$ cat src/rtl/uart_rx.sv
// uart_rx: 8N1 UART receiver with mid-bit sampling and one-cycle dv/err strobes.
// Define UART_RX_PARITY_EN to add one even-parity bit between the data bits and the stop bit.
module uart_rx #(
    parameter int CLKS_PER_BIT = 217
) (
    input  logic       i_clk,
    input  logic       i_rst_n,
    input  logic       i_rx_serial,
    output logic       o_rx_dv,
    output logic [7:0] o_rx_byte,
    output logic       o_rx_err
);

    localparam int CW = $clog2(CLKS_PER_BIT);
    localparam logic [CW-1:0] CNT_LAST = CW'(CLKS_PER_BIT - 1);
    localparam logic [CW-1:0] CNT_HALF = CW'((CLKS_PER_BIT - 1) / 2);

`ifdef UART_RX_PARITY_EN
    typedef enum logic [2:0] {
        IDLE   = 3'd0,
        START  = 3'd1,
        DATA   = 3'd2,
        PARITY = 3'd3,
        STOP   = 3'd4
    } state_t;
`else
    typedef enum logic [2:0] {
        IDLE   = 3'd0,
        START  = 3'd1,
        DATA   = 3'd2,
        STOP   = 3'd4
    } state_t;
`endif

    state_t          state;
    state_t          state_next;

    logic            rx_meta;
    logic            rx_sync;
    logic            rx_s;

    logic [CW-1:0]   cnt;
    logic [2:0]      bit_idx;
    logic [7:0]      rx_shift;

    logic            bit_tick;
    logic            cnt_clr;
    logic            cnt_inc;
    logic            idx_clr;
    logic            sample_data;
    logic            stop_good;
    logic            frame_ok;
    logic            frame_bad;

`ifdef UART_RX_PARITY_EN
    logic            parity_err;
    logic            sample_par;
`endif

    // Two-flop synchronizer plus one registered stage that the FSM samples
    always_ff @(posedge i_clk or negedge i_rst_n) begin
        if (!i_rst_n) begin
            rx_meta <= 1'b1;
            rx_sync <= 1'b1;
            rx_s    <= 1'b1;
        end else begin
            rx_meta <= i_rx_serial;
            rx_sync <= rx_meta;
            rx_s    <= rx_sync;
        end
    end

    assign bit_tick = (cnt == CNT_LAST);

`ifdef UART_RX_PARITY_EN
    assign stop_good = rx_s && !parity_err;
`else
    assign stop_good = rx_s;
`endif

    always_ff @(posedge i_clk or negedge i_rst_n) begin
        if (!i_rst_n) begin
            state <= IDLE;
        end else begin
            state <= state_next;
        end
    end

    // A start bit that is no longer low at its midpoint is treated as a glitch
    always_comb begin
        state_next = state;
        case (state)
            IDLE: begin
                if (!rx_s) begin
                    state_next = START;
                end
            end
            START: begin
                if (cnt == CNT_HALF) begin
                    state_next = rx_s ? IDLE : DATA;
                end
            end
            DATA: begin
                if (bit_tick && (bit_idx == 3'd7)) begin
`ifdef UART_RX_PARITY_EN
                    state_next = PARITY;
`else
                    state_next = STOP;
`endif
                end
            end
`ifdef UART_RX_PARITY_EN
            PARITY: begin
                if (bit_tick) begin
                    state_next = STOP;
                end
            end
`endif
            STOP: begin
                if (bit_tick) begin
                    state_next = IDLE;
                end
            end
            default: begin
                state_next = IDLE;
            end
        endcase
    end

    always_comb begin
        cnt_clr     = 1'b0;
        cnt_inc     = 1'b0;
        idx_clr     = 1'b0;
        sample_data = 1'b0;
        frame_ok    = 1'b0;
        frame_bad   = 1'b0;
`ifdef UART_RX_PARITY_EN
        sample_par  = 1'b0;
`endif
        case (state)
            IDLE: begin
                cnt_clr = 1'b1;
                idx_clr = 1'b1;
            end
            START: begin
                if (cnt == CNT_HALF) begin
                    cnt_clr = 1'b1;
                end else begin
                    cnt_inc = 1'b1;
                end
            end
            DATA: begin
                if (bit_tick) begin
                    cnt_clr     = 1'b1;
                    sample_data = 1'b1;
                end else begin
                    cnt_inc = 1'b1;
                end
            end
`ifdef UART_RX_PARITY_EN
            PARITY: begin
                if (bit_tick) begin
                    cnt_clr    = 1'b1;
                    sample_par = 1'b1;
                end else begin
                    cnt_inc = 1'b1;
                end
            end
`endif
            STOP: begin
                if (bit_tick) begin
                    cnt_clr   = 1'b1;
                    frame_ok  = stop_good;
                    frame_bad = !stop_good;
                end else begin
                    cnt_inc = 1'b1;
                end
            end
            default: begin
                cnt_clr = 1'b1;
                idx_clr = 1'b1;
            end
        endcase
    end

    // Datapath: bit timer, bit index, shift register and registered strobes
    always_ff @(posedge i_clk or negedge i_rst_n) begin
        if (!i_rst_n) begin
            cnt       <= '0;
            bit_idx   <= 3'd0;
            rx_shift  <= 8'h00;
            o_rx_byte <= 8'h00;
            o_rx_dv   <= 1'b0;
            o_rx_err  <= 1'b0;
        end else begin
            o_rx_dv  <= frame_ok;
            o_rx_err <= frame_bad;

            if (cnt_clr) begin
                cnt <= '0;
            end else if (cnt_inc) begin
                cnt <= cnt + CW'(1);
            end

            if (idx_clr) begin
                bit_idx <= 3'd0;
            end else if (sample_data) begin
                bit_idx <= bit_idx + 3'd1;
            end

            if (sample_data) begin
                rx_shift[bit_idx] <= rx_s;
            end

            if (frame_ok) begin
                o_rx_byte <= rx_shift;
            end
        end
    end

`ifdef UART_RX_PARITY_EN
    // Even parity: the data bits and the parity bit together must XOR to zero
    always_ff @(posedge i_clk or negedge i_rst_n) begin
        if (!i_rst_n) begin
            parity_err <= 1'b0;
        end else if (idx_clr) begin
            parity_err <= 1'b0;
        end else if (sample_par) begin
            parity_err <= rx_s ^ (^rx_shift);
        end
    end
`endif

endmodule

$ cat config.mk
export PLATFORM = sky130hd
export DESIGN_NAME = uart_rx
export DESIGN_NICKNAME = d
export VERILOG_FILES = /design/src/rtl/uart_rx.sv
export SDC_FILE = /design/constraint.sdc
export NUM_CORES = 1
export LEC_CHECK = 0
export CELL_PAD_IN_SITES_DETAIL_PLACEMENT = 1
export CELL_PAD_IN_SITES_GLOBAL_PLACEMENT = 1
export CORE_ASPECT_RATIO = 1.1
export CORE_MARGIN = 2
export CORE_UTILIZATION = 44
export CTS_BUF_LIST = sky130_fd_sc_hd__clkbuf_8
export CTS_CLUSTER_SIZE = 16
export DETAILED_ROUTE_END_ITERATION = 6
export PLACE_DENSITY = 0.89
export SYNTH_ARGS = -nofsm -noshare
export SYNTH_HDL_FRONTEND = slang
export SYNTH_SLANG_ARGS = --single-unit
$ cat constraint.sdc
create_clock -name i_clk -period 1.7 [get_ports i_clk]
set_clock_uncertainty 0.15 [all_clocks]
set_input_delay 0.34 -clock i_clk [delete_from_list [all_inputs] [get_ports i_clk]]
set_output_delay 0.34 -clock i_clk [all_outputs]
set_load 0.01 [all_outputs]
==> flow_summary.ini <==
[detailed_routing]
via_count = 1215
via_per_inst = 5.498
drc = 0
postRouteAntennaNets = 0
avgRoutedWirePerCell_um = 19.23
drt-initial-drc-count = 28
dr.pass1.iters = 4
wirelength_mm = 4.250

[worst_setup_path]
reg2regPathDepth = 7
worstPathArrival_ns = 1.99
path_class = reg2reg
cp_max_fo = 4
reg2reg_slack_ns = -0.27
cp-start-kind = flop
critPathCapture = rx_shift[5]
end_kind = flop
crit_required_ns = 1.72
worstReg2RegEnd = rx_shift[5]
crit_start = cnt[1]
r2r_start = cnt[1]

[run_status]
status = complete, but fails checks
violations = negative setup slack

[global_route]
grt_max_degree = 36
grt_usage_pct = 20.27
overflow = 0
antenna_found_initial = 0
grt_pass1_vias = 1286
grt_pass1_wl_mm = 6.023

[logic_synthesis]
synth_top_family_by_area = simple AND/OR/NAND/NOR gates
post_synth_num_cell_types = 35
synth_compound_area_share_pct = 5.313
synthXorXnorAreaFrac_pct = 3.281
synth.area.mux_share_pct = 11.25
ys_seq_area_share_pct = 54.92
yosysMostFrequentCell = dfrtp_1
synth_top_area_cell = dfrtp_1
ys_top_cells_by_count = 32 x dfrtp_1, 16 x mux2_1, 9 x nand3_1
synthCells = 128
synth-edff-count = 0
synthAdderAreaFrac_pct = 3.125
synth_top_cell_area_share_pct = 50.00
synth_async_sr_flop_share_pct = 100.0
ys.flop_type = dfrtp_1
avgSynthCellArea_um2 = 12.51
synth.net_count = 135
ys_ff_latch = 35
synth_simple_gate_area_share_pct = 19.77
synth_warnings = 0
ys_top_cells_by_area = dfrtp_1 50%, mux2_1 11%, dfstp_2 4.9%
synth_area_um2 = 1602

[clock_tree]
clk_path_buf_depth = 2
clk_pin_slew_worst_paths_ns = 0.06
cts_buffers = 5
cts.sinks = 35
cts_tree = yes
cts_root_buffer = clkbuf_8
postCtsHoldBufs = 0
cts_max_level = 2
clk-insertion-delay-late_ns = 0.29

[floorplan]
die_x_um = 61.53
fp.dieH_um = 67.28
core_um2 = 3413
die_area_um2 = 4139
num_rows = 22
pin_count = 13
start_util_pct = 46.92

[power]
power.density_nw_per_um2 = 640.6
ir_drop_mv = 0.4744
p_leak_nw = 1.127

[layout]
areaGrowthSynthToFinish_pct = 39.06
layout-drive-gt1-share_pct = 38.15
seq_area_um2 = 879.6
fillers = 349
diodes = 0
nets = 179
multi_input_area_um2 = 789.5

[sta]
tightest_slew_ns = 0.4334
rsz0062_at_grt = true
relSlewSlack_pct = 71.11
max_freq_mhz = 506.6
hold_violations = 0
whs_ns = 0.2059
fin_ws_ns = -0.2738
period_share_pct = 116.1
period_needed_ns = 1.974
setup_viol = 27
drv_slew = 0

[placement]
dpl_worst_slack_ns = -0.2906
dp_hpwl_mm = 2.548
gp_congestion = 0.9020
port_buffers = 12

[hold_path]
min_path_type = reg2reg
min_path_cells = 0

[flow_run]
maxCapViolations = 0
[cell type report]
| type | count | share of cell area [%] |
|---|---|---|
| multi-input cells | 85 | 35.45 |
| inverters | 4 | 0.6742 |
| clock buffers | 5 | 3.090 |
| clock inverters | 3 | 0.5056 |
| flip-flops and latches | 35 | 39.49 |
| well taps | 48 | 2.697 |
| repair buffers | 41 | 18.09 |
[cell usage in the layout, fill, tap and decap left out, types with 3 or more instances in the layout]
cell	netlist	routed
nand4_1	4	4
dfrtp_1	32	32
mux2_4	0	15
inv_1	4	5
dlymetal6s2s_1	0	6
nand2_1	5	5
dfstp_2	3	3
buf_4	2	21
clkbuf_8	0	5
nand3_1	9	7
xor2_1	4	4
nor3_1	7	7
buf_6	0	5
nor2_1	6	5
ha_1	4	3
clkdlybuf4s50_1	0	5
[stage by stage]
step / total power [mW] / utilization [%] / cell area [µm²] / cells / setup TNS (ns)
after global routing: 1.484 / 65.25 / 2227 / 221 / -7.649
after CTS: 1.441 / 61.33 / 2093 / 218 / -5.614
final: 1.427 / 65.25 / 2227 / 221 / -5.259
after detailed placement: 0.8888 / 57.77 / 1972 / 209 / -5.530
after floorplan: 0.8585 / - / 1602 / 128 / -4.093
after global placement: 0.8867 / 57.77 / 1972 / 209 / -2.700
[worst min path at each step]
| stage | start | endpoint | slack [ns] |
|---|---|---|---|
| floorplan | i_rst_n | bit_idx[0] | -0.11 |
| global placement | rx_meta | rx_sync | 0.20 |
| detailed placement | rx_meta | rx_sync | 0.20 |
| CTS | rx_meta | rx_sync | 0.21 |
| global route | rx_sync | rx_s | 0.22 |
| finish | rx_meta | rx_sync | 0.21 |
[registers in the layout, indices dropped and copies added (netlist names), 3 cells and up]
name	flops
cnt	8
o_rx_byte	8
rx_shift	8
bit_idx	3
state	3
[metal layers]
| layer | wire length (µm) | up-vias | global-route usage (%) | share of wire [%] |
|---|---|---|---|---|
| met4 | 121 | 0 | 10.64 | 2.8 |
| li1 | - | 549 | - | - |
| met1 | 1741 | 632 | 22.26 | 41 |
| met5 | 0 | - | 0 | 0 |
| met3 | 138 | 13 | 7.280 | 3.2 |
| met2 | 2249 | 21 | 33.68 | 53 |
[kinds of logic (layout without fill, tap and decap cells)]
group	count (synthesis)	count (layout)
buf+inv	8	53
fa+ha+maj	4	4
flops	35	35
xor+xnor	6	6
mux	16	16
simple gates	49	49
compound gates	10	10
[power by group]
| part | switching (mW) | total [mW] | internal [mW] |
|---|---|---|---|
| clock network | 0.281 | 0.553 | 0.272 |
| logic | 0.0211 | 0.0322 | 0.0110 |
| registers | 0.00201 | 0.841 | 0.839 |
| total | 0.304 | 1.43 | 1.12 |
[critical path, cell delays in order (launching register included)]
cell	delay (ns)
dfrtp_1	0.38
inv_2	0.08
ha_4	0.13
nand3b_1	0.17
nor3b_4	0.30
buf_4	0.17
nand4_1	0.14
mux2_4	0.33
[repair_timing]
| item | 4_1_cts | 5_1_grt |
|---|---|---|
| gates resized for setup | 11 | 30 |
| setup endpoints to repair | 28 | 36 |
| setup buffers | 1 | 3 |
| pin swaps | 3 | 8 |
No activity file was read; power rests on OpenSTA's default activity.
